--- config.mk ---
export PLATFORM = sky130hd
export DESIGN_NAME = alert
export DESIGN_NICKNAME = d
export VERILOG_FILES = /design/src/rtl/alert_pkg.sv /design/src/rtl/bcd_to_seg7.sv /design/src/rtl/alert.sv
export SDC_FILE = /design/constraint.sdc
export NUM_CORES = 1
export LEC_CHECK = 0
export BUFFER_PORTS_ARGS = -buffer_cell sky130_fd_sc_hd__buf_2
export CAP_MARGIN = 20
export CORE_MARGIN = 10
export CORE_UTILIZATION = 25
export CTS_CLUSTER_SIZE = 20
export DETAILED_ROUTE_END_ITERATION = 6
export MAX_ROUTING_LAYER = met4
export PLACE_DENSITY_LB_ADDON = 0.12
export SLEW_MARGIN = 10
export SYNTH_ARGS = -nofsm -noshare
export SYNTH_HDL_FRONTEND = slang
export SYNTH_SLANG_ARGS = --single-unit
--- constraint.sdc ---
create_clock -name clk -period 4.4 [get_ports clk]
set_input_delay 0 -clock clk [delete_from_list [all_inputs] [get_ports clk]]
set_output_delay 0 -clock clk [all_outputs]
set_load 0.03 [all_outputs]
--- src/rtl/alert_pkg.sv ---
// Shared constants for the mm:ss stopwatch: seven-segment digit patterns
// (active-low, {g,f,e,d,c,b,a}) and the wrap limits for seconds and minutes.
package alert_pkg;

   localparam logic [6:0] SEG_0     = 7'b1000000;
   localparam logic [6:0] SEG_1     = 7'b1111001;
   localparam logic [6:0] SEG_2     = 7'b0100100;
   localparam logic [6:0] SEG_3     = 7'b0110000;
   localparam logic [6:0] SEG_4     = 7'b0011001;
   localparam logic [6:0] SEG_5     = 7'b0010010;
   localparam logic [6:0] SEG_6     = 7'b0000010;
   localparam logic [6:0] SEG_7     = 7'b1111000;
   localparam logic [6:0] SEG_8     = 7'b0000000;
   localparam logic [6:0] SEG_9     = 7'b0010000;
   localparam logic [6:0] SEG_BLANK = 7'b1111111;

   localparam logic [5:0] MAX_SEC = 6'd59;
   localparam logic [5:0] MAX_MIN = 6'd59;

endpackage

--- src/rtl/bcd_to_seg7.sv ---
// Four-bit digit to active-low seven-segment pattern; non-decimal codes blank.
module bcd_to_seg7
   import alert_pkg::*;
(
   input  logic [3:0] i_bcd,
   output logic [6:0] o_seg
);

   // Digit lookup; anything outside 0..9 turns every segment off.
   always_comb begin
      o_seg = SEG_BLANK;
      case (i_bcd)
         4'd0:    o_seg = SEG_0;
         4'd1:    o_seg = SEG_1;
         4'd2:    o_seg = SEG_2;
         4'd3:    o_seg = SEG_3;
         4'd4:    o_seg = SEG_4;
         4'd5:    o_seg = SEG_5;
         4'd6:    o_seg = SEG_6;
         4'd7:    o_seg = SEG_7;
         4'd8:    o_seg = SEG_8;
         4'd9:    o_seg = SEG_9;
         default: o_seg = SEG_BLANK;
      endcase
   end

endmodule

--- src/rtl/alert.sv ---
// mm:ss count-up stopwatch. KEY[0] is an asynchronous active-low reset,
// KEY[1] an active-low start/stop button synchronised into clk. A divider
// produces one tick per CLK_FREQ cycles while running and freezes while
// stopped so a partial second survives a stop/start.
module alert
   import alert_pkg::*;
#(
   parameter int CLK_FREQ = 50_000_000
)
(
   input  logic       clk,
   input  logic [1:0] KEY,
   output logic [6:0] hex0,
   output logic [6:0] hex1,
   output logic [6:0] hex2,
   output logic [6:0] hex3
);

   localparam int              DIV_W    = (CLK_FREQ > 1) ? $clog2(CLK_FREQ) : 1;
   localparam logic [DIV_W-1:0] DIV_LAST = DIV_W'(CLK_FREQ - 1);

   logic             rst_n;
   logic             r_key_s1;
   logic             r_key_s2;
   logic             r_key_prev;
   logic             w_press;
   logic             run;
   logic [DIV_W-1:0] r_div;
   logic             w_tick;
   logic [5:0]       giay;
   logic [5:0]       phut;
   logic [3:0]       w_sec_ones;
   logic [3:0]       w_sec_tens;
   logic [3:0]       w_min_ones;
   logic [3:0]       w_min_tens;

   assign rst_n = KEY[0];

   // Two-flop synchroniser plus one history flop; all park at released (1).
   always_ff @(posedge clk or negedge rst_n) begin
      if (!rst_n) begin
         r_key_s1   <= 1'b1;
         r_key_s2   <= 1'b1;
         r_key_prev <= 1'b1;
      end else begin
         r_key_s1   <= KEY[1];
         r_key_s2   <= r_key_s1;
         r_key_prev <= r_key_s2;
      end
   end

   // A press is the synchronised high-to-low transition; holding is ignored.
   assign w_press = r_key_prev & ~r_key_s2;

   // Run/stop bit toggles once per detected press.
   always_ff @(posedge clk or negedge rst_n) begin
      if (!rst_n) begin
         run <= 1'b0;
      end else if (w_press) begin
         run <= ~run;
      end else begin
         run <= run;
      end
   end

   // One-second divider; holds its count while stopped.
   always_ff @(posedge clk or negedge rst_n) begin
      if (!rst_n) begin
         r_div <= '0;
      end else if (run) begin
         if (r_div >= DIV_LAST) begin
            r_div <= '0;
         end else begin
            r_div <= r_div + 1'b1;
         end
      end else begin
         r_div <= r_div;
      end
   end

   // Tick uses the current run value, so a coincident press still counts it.
   assign w_tick = run & (r_div >= DIV_LAST);

   // Seconds/minutes counters with wrap at 59 and 59:59 -> 00:00.
   always_ff @(posedge clk or negedge rst_n) begin
      if (!rst_n) begin
         giay <= 6'd0;
         phut <= 6'd0;
      end else if (w_tick) begin
         if (giay >= MAX_SEC) begin
            giay <= 6'd0;
            if (phut >= MAX_MIN) begin
               phut <= 6'd0;
            end else begin
               phut <= phut + 6'd1;
            end
         end else begin
            giay <= giay + 6'd1;
            phut <= phut;
         end
      end else begin
         giay <= giay;
         phut <= phut;
      end
   end

   assign w_sec_ones = 4'(giay % 6'd10);
   assign w_sec_tens = 4'(giay / 6'd10);
   assign w_min_ones = 4'(phut % 6'd10);
   assign w_min_tens = 4'(phut / 6'd10);

   bcd_to_seg7 u_seg0 (.i_bcd(w_sec_ones), .o_seg(hex0));
   bcd_to_seg7 u_seg1 (.i_bcd(w_sec_tens), .o_seg(hex1));
   bcd_to_seg7 u_seg2 (.i_bcd(w_min_ones), .o_seg(hex2));
   bcd_to_seg7 u_seg3 (.i_bcd(w_min_tens), .o_seg(hex3));

endmodule

After elaboration in Yosys (flattened, before gate mapping)
Memory sizes are Yosys's and may differ from the RTL's.
Index checks and enable logic that the tools add are counted.
{"block": "op_classes", "add_sub_neg": 3, "div": 4, "magnitude_cmp": 3, "n_mux": 3, "bitwise_logic": 4, "reduce_logical": 1}
{"op": "$add 26x1->26 const B", "n": 1}
{"op": "$ge 26x26->1 const B", "n": 1}
{"op": "$mux 26", "n": 1}
{"op": "$add 6x1->6 const B", "n": 2}
{"op": "$div 6x4->6 const B", "n": 2}
{"op": "$ge 6x6->1 const B", "n": 2}
{"op": "$mod 6x4->6 const B", "n": 2}
{"op": "$mux 6", "n": 2}
{"op": "$and 1x1->1", "n": 2}
{"op": "$not 1->1", "n": 2}
{"op": "$reduce_and 2->1", "n": 1}
{"block": "totals", "ff_bits": 42, "rom_bits": 448, "inputBits": 3, "out_inout_bits": 28, "wordCells": 29, "memories": 4}
{"memory": "(no name shown)", "words": 16, "word_bits": 7, "read_ports": 1, "rd_ports_with_merged_regs": 0, "write_ports": 0, "line": "bcd_to_seg7.sv:12", "source": "case (i_bcd)"}
{"memory": "(no name shown)", "words": 16, "word_bits": 7, "read_ports": 1, "rd_ports_with_merged_regs": 0, "write_ports": 0, "line": "bcd_to_seg7.sv:12"}
{"memory": "(no name shown)", "words": 16, "word_bits": 7, "read_ports": 1, "rd_ports_with_merged_regs": 0, "write_ports": 0, "line": "bcd_to_seg7.sv:12"}
{"memory": "(no name shown)", "words": 16, "word_bits": 7, "read_ports": 1, "rd_ports_with_merged_regs": 0, "write_ports": 0, "line": "bcd_to_seg7.sv:12"}

Longest topological paths before layout
Gate-level depths: netlist of run 1.
{"block": "logic_depth", "word_depth": 3, "depth_mapped": 15, "depth_no_buf": 14}

Modules after synthesis
From an unflattened synthesis of run 1, not the netlist that was laid out.
{"block": "unflattened", "cells_unflattened": 450, "hier_area_um2": 3588.4}
{"module": "alert", "instances": 1, "cells_per_inst": 318, "area_each_um2": 2747.6, "seq_area_each_um2": 1054.8}
{"module": "bcd_to_seg7", "instances": 4, "cells_per_inst": 33, "area_each_um2": 210.2, "seq_area_each_um2": 0.0}

Worst setup path before layout of run 1
Ideal clock, no wire load.
{"block": "synth_timing", "path_type": "register -> output", "startpoint": "register giay[4]", "endpoint": "output port hex0[5]", "t_arrival_ps": 3709, "t_required_ps": 4400, "path_slack_ps": 691, "path_stages_with_launch": 15, "path_buffers": 1, "path_cell_list": "dfrtp_1 -> buf_4 -> inv_1 -> ha_1 -> nand2b_1 -> o211a_1 -> o31ai_2 -> nor2_1 -> o21ai_0 -> inv_1 -> xnor2_1 -> ha_1 -> nand2_1 -> a221o_1 -> o31ai_1"}
{"block": "synth_between", "elab_chain_cells": 2}
{"item": "start, declared", "line": "alert.sv:30", "source": "logic [5:0] giay;"}
{"item": "start signal, assigned", "line": "alert.sv:98", "source": "giay <= giay + 6'd1;"}
{"item": "start signal, assigned", "line": "alert.sv:102", "source": "giay <= giay;"}
{"item": "$mod 6x4->6", "line": "alert.sv:107", "source": "assign w_sec_ones = 4'(giay % 6'd10);"}
{"item": "$mem_v2 16x7"}
{"item": "end, declared", "line": "alert.sv:13", "source": "output logic [6:0] hex0,"}
No other way between the ends.

Worst setup path after layout of run 1
Same ends and word-level chain as after synthesis.

==> impl_metrics.prom, run 1 <==
# TYPE chip_impl_metric gauge
chip_impl_metric{name="antenna_left",unit=""} 0
chip_impl_metric{name="fill_cells",unit=""} 1434
chip_impl_metric{name="finalPower",unit="mW"} 0.897
chip_impl_metric{name="synth_cells",unit=""} 412
chip_impl_metric{name="remaining_drc_errors",unit=""} 0
chip_impl_metric{name="tritoncts.num_buffers",unit=""} 5
chip_impl_metric{name="final_hold_violation_count",unit=""} 0
chip_impl_metric{name="groute.usage.overall",unit="%"} 8.61
chip_impl_metric{name="place_ws",unit="ns"} 0.484
chip_impl_metric{name="finalHoldWorstSlack",unit="ns"} 0.113
chip_impl_metric{name="via_density_per_instance",unit=""} 4.81
chip_impl_metric{name="synthToLayoutAreaGrowth",unit="%"} 14.3
chip_impl_metric{name="ioPinCount",unit=""} 31
chip_impl_metric{name="switching_share",unit="%"} 25.3
chip_impl_metric{name="register_area_share_after_synthesis",unit="%"} 30.7
chip_impl_metric{name="synth.cell_area",unit="um2"} 3430
chip_impl_info{name="timing_worst_setup_path_type",value="reg -> out"} 1
chip_impl_metric{name="total_of_endpoints_with_negative_setup_slack_in_the_final_report",unit=""} 0
chip_impl_info{name="hold_path_class",value="in -> async"} 1
chip_impl_metric{name="cp_slowest_stage_delay",unit="ns"} 0.53
chip_impl_metric{name="skew",unit="ns"} 0.00383
chip_impl_metric{name="clock_power_share",unit="%"} 39.0
chip_impl_metric{name="routed-via-count",unit=""} 2952
chip_impl_metric{name="worstPathBufferInverterCount",unit=""} 3
chip_impl_metric{name="drv.max_cap_violation_count",unit=""} 0
chip_impl_info{name="leading_cell_type_in_the_layout_fill_and_taps_excluded",value="nor2_1"} 1
chip_impl_metric{name="gp_congestion",unit=""} 0.806
chip_impl_metric{name="report.final.slew_viol_count",unit=""} 0
chip_impl_metric{name="fp.dieH",unit="um"} 137
chip_impl_info{name="worst_setup_path_end_kind",value="output pin"} 1
chip_impl_metric{name="iter_0_drt_violations",unit=""} 96
chip_impl_metric{name="grt_pass1_vias",unit=""} 2817
chip_impl_metric{name="power_density",unit="nW/um2"} 229
chip_impl_metric{name="logic_pwr_share",unit="%"} 9.7
chip_impl_metric{name="core",unit="um2"} 13300
chip_impl_metric{name="max_slew_margin",unit="%"} 58.7
chip_impl_metric{name="die_x",unit="um"} 137
chip_impl_metric{name="final_period_minus_worst_setup_slack",unit="ns"} 3.94
chip_impl_metric{name="clk-insertion-delay-late",unit="ns"} 0.28
chip_impl_info{name="synth_top_family_by_area",value="simple AND/OR/NAND/NOR gates"} 1
chip_impl_metric{name="wl",unit="um"} 7940
chip_impl_metric{name="numPortBuffers",unit=""} 30
chip_impl_metric{name="h-tree-depth",unit=""} 2
chip_impl_metric{name="p_leak",unit="nW"} 1.76
chip_impl_metric{name="postLayoutSetupSlackWorst",unit="ns"} 0.456
chip_impl_metric{name="antenna_found_initial",unit=""} 0
chip_impl_info{name="cp_cell_sequence",value="inv_1 -> ha_1 -> nand2b_1 -> a2111oi_2 -> nor2_1 -> o21ai_1 -> inv_1 -> xnor2_1 -> ha_1 -> nand2_1 -> a221o_1 -> o31ai_1 -> buf_2"} 1
chip_impl_metric{name="synth-xor-area-share",unit="%"} 6.12
chip_impl_metric{name="path_max_fanout",unit=""} 12
chip_impl_metric{name="max_freq",unit="GHz"} 0.254
chip_impl_metric{name="worst_ep_arrival_time",unit="ns"} 3.94
chip_impl_info{name="status",value="finished, final reports clean"} 1
chip_impl_metric{name="power_report.internal_total",unit="mW"} 0.671
chip_impl_info{name="most_used_cells_in_the_layout_excluding_fill_and_tap_cells",value="46 x nor2_1, 41 x nand2_1, 39 x dfrtp_1"} 1
chip_impl_info{name="cp_top_family",value="compound AO/OA/AOI/OAI gates"} 1
chip_impl_metric{name="worst_slew_pin_slew",unit="ns"} 0.613
chip_impl_metric{name="complex_gate_fraction_of_the_synthesized_area",unit="%"} 19.8
chip_impl_metric{name="regArea",unit="um2"} 1050
chip_impl_metric{name="multi_input_comb_area",unit="um2"} 2240
chip_impl_metric{name="fin_crit_sh",unit="%"} 89.6
chip_impl_metric{name="num_antenna_cells",unit=""} 0
chip_impl_metric{name="power.sequential.fraction",unit="%"} 51.3
chip_impl_metric{name="cts_buffer_depth",unit=""} 2
chip_impl_metric{name="post_synth_fa_ha_maj_area_fraction",unit="%"} 10.9
chip_impl_metric{name="ys_seq_elements",unit=""} 42
chip_impl_metric{name="minimum_setup_slack_among_reg_to_reg_paths",unit="ns"} 2.05
chip_impl_metric{name="avg_synthesized_cell_area",unit="um2"} 8.33
chip_impl_metric{name="overflow",unit=""} 0
chip_impl_metric{name="synth.mux.area_fraction",unit="%"} 2.99
chip_impl_metric{name="post_synth_edffs",unit=""} 0
chip_impl_info{name="critPathSlowestCell",value="dfrtp_1"} 1
chip_impl_metric{name="hpwl",unit="um"} 5800
chip_impl_metric{name="die-area",unit="um2"} 18800
chip_impl_metric{name="timing.setup.tns",unit="ns"} 0
chip_impl_metric{name="cts.sinks",unit=""} 42
chip_impl_metric{name="post-cts-setup-buffers",unit=""} 0
chip_impl_info{name="unrepaired_setup_endpoints_after_global_routing",value="no"} 1
chip_impl_metric{name="grt_max_degree",unit=""} 43
chip_impl_info{name="worst_setup_path_start_kind",value="register"} 1
chip_impl_metric{name="yosysWarningCount",unit=""} 0
chip_impl_metric{name="clk_transition_reported_paths",unit="ns"} 0.06
chip_impl_metric{name="cp_data_required_time",unit="ns"} 4.40
chip_impl_metric{name="drive_above_1_share",unit="%"} 13.2
chip_impl_info{name="clock_tree.root_cell",value="clkbuf_16"} 1
chip_impl_metric{name="peakVddDrop",unit="uV"} 150
chip_impl_metric{name="yosysUniqueCellTypes",unit=""} 69
chip_impl_metric{name="synthesized_netlist_net_count",unit=""} 444
chip_impl_metric{name="drt_pre_antenna_iters",unit=""} 4
chip_impl_metric{name="drt-wirelength-per-cell",unit="um"} 12.9
chip_impl_metric{name="synth_async_sr_flop_share",unit="%"} 100
chip_impl_info{name="synth-main-ff-cell",value="dfrtp_1"} 1
chip_impl_metric{name="grt_first_pass_wirelength",unit="um"} 13500
chip_impl_metric{name="final_nets",unit=""} 469
chip_impl_metric{name="yosys.area_share.simple",unit="%"} 25.2
chip_impl_metric{name="num_rows",unit=""} 42
chip_impl_metric{name="switchingPower",unit="mW"} 0.227
chip_impl_info{name="tritoncts",value="yes"} 1
chip_impl_metric{name="initial_core_util",unit="%"} 25.7
## layout make-up
cell class	count	area share, %
clock buffers	8	3.48
multi-input cells	334	57.1
repair buffers	34	5.04
well taps	176	5.62
flip-flops and latches	42	26.9
inverters	20	1.91
## flip-flops by register name (all words and copies together), names as in the netlist
name and cells:
giay 6, r_div 26, r_key_s1 1, r_key_s2 1
r_key_prev 1, phut 6, run 1
## through the flow
stage | cell area [um2] | utilization (%) | cells
floorplan | 3430 | - | 412
global placement | 3740 | 28.0 | 603
detailed placement | 3740 | 28.0 | 603
CTS | 3890 | 29.2 | 613
global route | 3920 | 29.4 | 614
finish | 3920 | 29.4 | 614
## power groups by stage
stage / combinational (mW) / sequential [mW] / clock (mW)
CTS: 0.0872 / 0.460 / 0.364
global placement: 0.0837 / 0.467 / 0
global route: 0.101 / 0.466 / 0.377
finish: 0.0871 / 0.460 / 0.350
floorplan: 0.0783 / 0.446 / 0
detailed placement: 0.0864 / 0.466 / 0
## path summary, 6_finish.rpt
path | cells past startpoint | end | startpoint
hold reg to reg | 0 | r_key_s2 | r_key_s1
hold / removal | 2 | r_div[10] | KEY[0]
max in group asynchronous | 3 | r_key_s2 | KEY[0]
setup reg to reg | 6 | giay[5] | r_div[21]
setup / recovery | 13 | hex0[5] | giay[4]
min in group clk | 0 | r_key_s2 | r_key_s1
## Yosys cell counts (all sizes together), types with 2 or more instances
cell type	number	share of area [%]
clkbuf	8	0.87
and3	4	0.73
a21o	2	0.44
xor2	8	2.0
nand3	20	3.3
a2111oi	2	1.2
a22oi	3	0.66
ha	29	11
nand2b	4	0.73
nand3b	4	0.87
mux2	2	0.66
nor2b	7	1.3
nand2	42	4.7
dfstp	3	2.3
a211oi	2	0.44
o21a	4	0.87
o211ai	2	0.44
o21ai	38	5.9
o31ai	6	1.5
xnor2	16	4.1
a221oi	2	0.51
a221o	2	0.58
or4	2	0.55
a21oi	18	2.6
and2	11	2.0
inv	20	2.2
nand4	4	0.91
or2	3	0.55
nor2	46	5.0
o22ai	2	0.36
nand4b	2	0.51
o221ai	2	0.51
dfrtp	39	28
mux2i	8	2.3
nor3	11	1.7
buf	8	1.3
o22a	2	0.55
or3	6	1.1
## layer usage
layer / global-route usage (%) / part of all wire, % / vias to the layer above
met2: 14.1 / 48 / 28
met1: 11.0 / 49 / 1420
met3: 1.43 / 2.4 / 2
met5: - / 0 / -
li1: - / - / 1502
met4: 1.58 / 0.31 / 0
## logic make-up (layout without fill, tap and decap cells)
| group | Yosys count | count (layout) |
|---|---|---|
| multiplexers | 10 | 10 |
| buffers and inverters | 36 | 62 |
| AO/OA/AOI/OAI | 99 | 99 |
| AND/OR/NAND/NOR | 171 | 171 |
| XOR/XNOR | 24 | 24 |
| adder cells (fa/ha/maj) | 30 | 30 |
| flip-flops | 42 | 42 |
## what timing repair did
| action | in CTS | in global routing |
|---|---|---|
| hold buffers | 2 | 0 |
| gates resized for setup | 0 | 2 |
| hold endpoints to repair | 40 | 0 |
| setup endpoints to repair | 0 | 3 |
(Power assumes the default switching activity.)
==> run 2: changes to the inputs <==
MAX_ROUTING_LAYER = unset   (was met4)
==> run 2 against run 1 <==
Net effect:
- combinational power about the same
- register-to-register slack about the same
- hold slack about the same
- non-clock buffer count unchanged
- routed wire length about the same
- maximum frequency about the same
- largest cell class unchanged
- largest power group unchanged
==> impl_metrics.prom, run 2 (synthesis gave the netlist of run 1 again) <==
# TYPE chip_impl_metric gauge
chip_impl_metric{name="clk_transition_reported_paths",unit="ns"} 0.06
chip_impl_metric{name="num_rows",unit=""} 42
chip_impl_metric{name="drv.max_cap_violation_count",unit=""} 0
chip_impl_metric{name="h-tree-depth",unit=""} 2
chip_impl_info{name="clock_tree.root_cell",value="clkbuf_16"} 1
chip_impl_metric{name="cts.sinks",unit=""} 42
chip_impl_info{name="worst_setup_path_end_kind",value="output pin"} 1
chip_impl_metric{name="clock_power_share",unit="%"} 39.0
chip_impl_metric{name="power_density",unit="nW/um2"} 229
chip_impl_metric{name="core",unit="um2"} 13300
chip_impl_info{name="timing_worst_setup_path_type",value="reg -> out"} 1
chip_impl_metric{name="final_period_minus_worst_setup_slack",unit="ns"} 3.94
chip_impl_metric{name="switchingPower",unit="mW"} 0.227
chip_impl_metric{name="wl",unit="um"} 7940
chip_impl_metric{name="path_max_fanout",unit=""} 12
chip_impl_info{name="cp_cell_sequence",value="inv_1 -> ha_1 -> nand2b_1 -> a2111oi_2 -> nor2_1 -> o21ai_1 -> inv_1 -> xnor2_1 -> ha_1 -> nand2_1 -> a221o_1 -> o31ai_1 -> buf_2"} 1
chip_impl_metric{name="iter_0_drt_violations",unit=""} 96
chip_impl_metric{name="clk-insertion-delay-late",unit="ns"} 0.28
chip_impl_metric{name="largest_register_ffs",unit=""} 26
chip_impl_metric{name="routed-via-count",unit=""} 2952
chip_impl_metric{name="overflow",unit=""} 0
chip_impl_metric{name="report.final.slew_viol_count",unit=""} 0
chip_impl_metric{name="peakVddDrop",unit="uV"} 150
chip_impl_metric{name="final_hold_violation_count",unit=""} 0
chip_impl_metric{name="power.sequential.fraction",unit="%"} 51.3
chip_impl_info{name="most_used_cells_in_the_layout_excluding_fill_and_tap_cells",value="46 x nor2_1, 41 x nand2_1, 39 x dfrtp_1"} 1
chip_impl_info{name="worst_setup_path_endpoint",value="hex0[5]"} 1
chip_impl_metric{name="fin_crit_sh",unit="%"} 89.6
chip_impl_metric{name="initial_core_util",unit="%"} 25.7
chip_impl_metric{name="gp_congestion",unit=""} 0.795
chip_impl_metric{name="drt_pre_antenna_iters",unit=""} 4
chip_impl_metric{name="hpwl",unit="um"} 5800
chip_impl_metric{name="ioPinCount",unit=""} 31
chip_impl_metric{name="grt_max_degree",unit=""} 43
chip_impl_metric{name="finalPower",unit="mW"} 0.898
chip_impl_metric{name="post-cts-setup-buffers",unit=""} 0
chip_impl_metric{name="remaining_drc_errors",unit=""} 0
chip_impl_info{name="unrepaired_setup_endpoints_after_global_routing",value="no"} 1
chip_impl_metric{name="via_density_per_instance",unit=""} 4.81
chip_impl_info{name="tritoncts",value="yes"} 1
chip_impl_metric{name="antenna_found_initial",unit=""} 0
chip_impl_info{name="timing.critical_path.from",value="giay[4]"} 1
chip_impl_metric{name="total_of_endpoints_with_negative_setup_slack_in_the_final_report",unit=""} 0
chip_impl_metric{name="drive_above_1_share",unit="%"} 13.2
chip_impl_metric{name="die_x",unit="um"} 137
chip_impl_metric{name="cts_buffer_depth",unit=""} 2
chip_impl_metric{name="die-area",unit="um2"} 18800
chip_impl_metric{name="worst-r2r-cell-count",unit=""} 6
chip_impl_metric{name="grt_pass1_vias",unit=""} 2817
chip_impl_metric{name="worst_ep_arrival_time",unit="ns"} 3.94
chip_impl_metric{name="drt-wirelength-per-cell",unit="um"} 12.9
chip_impl_metric{name="power_report.internal_total",unit="mW"} 0.671
chip_impl_metric{name="timing.setup.tns",unit="ns"} 0
chip_impl_metric{name="tritoncts.num_buffers",unit=""} 5
chip_impl_info{name="largestRegisters",value="r_div x26, giay x6, phut x6"} 1
chip_impl_metric{name="logic_pwr_share",unit="%"} 9.7
chip_impl_metric{name="max_freq",unit="GHz"} 0.254
chip_impl_metric{name="grt_first_pass_wirelength",unit="um"} 13500
chip_impl_metric{name="switching_share",unit="%"} 25.3
chip_impl_metric{name="synthToLayoutAreaGrowth",unit="%"} 14.3
chip_impl_info{name="worst_r2r_startpoint",value="r_div[21]"} 1
chip_impl_metric{name="skew",unit="ns"} 0.00383
chip_impl_metric{name="antenna_left",unit=""} 0
chip_impl_info{name="reg2reg_to",value="giay[5]"} 1
chip_impl_metric{name="numPortBuffers",unit=""} 30
chip_impl_metric{name="fp.dieH",unit="um"} 137
chip_impl_metric{name="p_leak",unit="nW"} 1.76
chip_impl_metric{name="cp_data_required_time",unit="ns"} 4.40
chip_impl_metric{name="minimum_setup_slack_among_reg_to_reg_paths",unit="ns"} 2.05
chip_impl_metric{name="num_antenna_cells",unit=""} 0
chip_impl_metric{name="max_slew_margin",unit="%"} 58.7
chip_impl_info{name="leading_cell_type_in_the_layout_fill_and_taps_excluded",value="nor2_1"} 1
chip_impl_info{name="hold_path_class",value="in -> async"} 1
chip_impl_metric{name="groute.usage.overall",unit="%"} 8.38
chip_impl_info{name="status",value="finished, final reports clean"} 1
chip_impl_info{name="worst_setup_path_start_kind",value="register"} 1
chip_impl_metric{name="final_nets",unit=""} 469
chip_impl_info{name="critPathSlowestCell",value="dfrtp_1"} 1
chip_impl_metric{name="cp_slowest_stage_delay",unit="ns"} 0.53
chip_impl_metric{name="worst_slew_pin_slew",unit="ns"} 0.613
chip_impl_info{name="registers.top_by_ff_count",value="r_div"} 1
[run 2: cell counts in the layout (fill, tap and decap cells not counted)]
No cell type changed its count.
[run 2: per-layer routing]
layer	global-route usage (%)	wire, um	vias up	share of wire [%]
li1	-	-	1502	-
met1	11.0	3920	1420	49
met2	14.1	3800	28	48
met3	1.43	186	2	2.3
met4	1.58	25	0	0.32
met5	0	0	-	0
[run 2: worst min-delay path by stage]
stage | startpoint | to
detailed placement | KEY[1] | r_key_s1
CTS | KEY[1] | r_key_s1
floorplan | KEY[0] | giay[0]
global placement | KEY[1] | r_key_s1
finish | KEY[0] | r_div[10]
global route | KEY[0] | r_div[7]
[run 2: cell type report]
type	instances	area [um2]
inverters	20	75.1
clock buffers	8	136
well taps	176	220
fillers	1434	9430
flip-flops and latches	42	1050
multi-input cells	334	2240
repair buffers	34	198
[run 2: repair_timing]
action,CTS,global route
endpoints found under the setup margin,0,3
resized for setup,0,2
hold endpoints to repair,40,0
hold buffers,2,0
[run 2: critical path: cells and delay by family, from the launching register on]
family,cells,cell delay [ns]
AO/OA/AOI/OAI,4,1.33
AND/OR/NAND/NOR,3,0.45
buffers and inverters,3,0.56
flip-flops,1,0.53
adder cells (fa/ha/maj),2,0.56
XOR/XNOR,1,0.23
[run 2: stage by stage]
step / hold WS [ns] / setup WS [ns] / utilization (%) / cell area, um2 / cells
3_3_place_gp: 0.105 / 0.602 / 28.0 / 3740 / 603
5_1_grt: 0.169 / 0.0681 / 29.4 / 3920 / 614
4_1_cts: 0.350 / 0.187 / 29.2 / 3890 / 613
6_report: 0.112 / 0.456 / 29.4 / 3920 / 614
3_5_place_dp: 0.106 / 0.484 / 28.0 / 3740 / 603
2_1_floorplan: -0.296 / 0.691 / - / 3430 / 412
[run 2: power groups by stage]
stage	Clock [mW]	Sequential (mW)	Combinational, mW
floorplan	0	0.446	0.0783
global placement	0	0.467	0.0837
detailed placement	0	0.466	0.0864
CTS	0.364	0.460	0.0872
global route	0.377	0.466	0.101
finish	0.350	0.460	0.0871
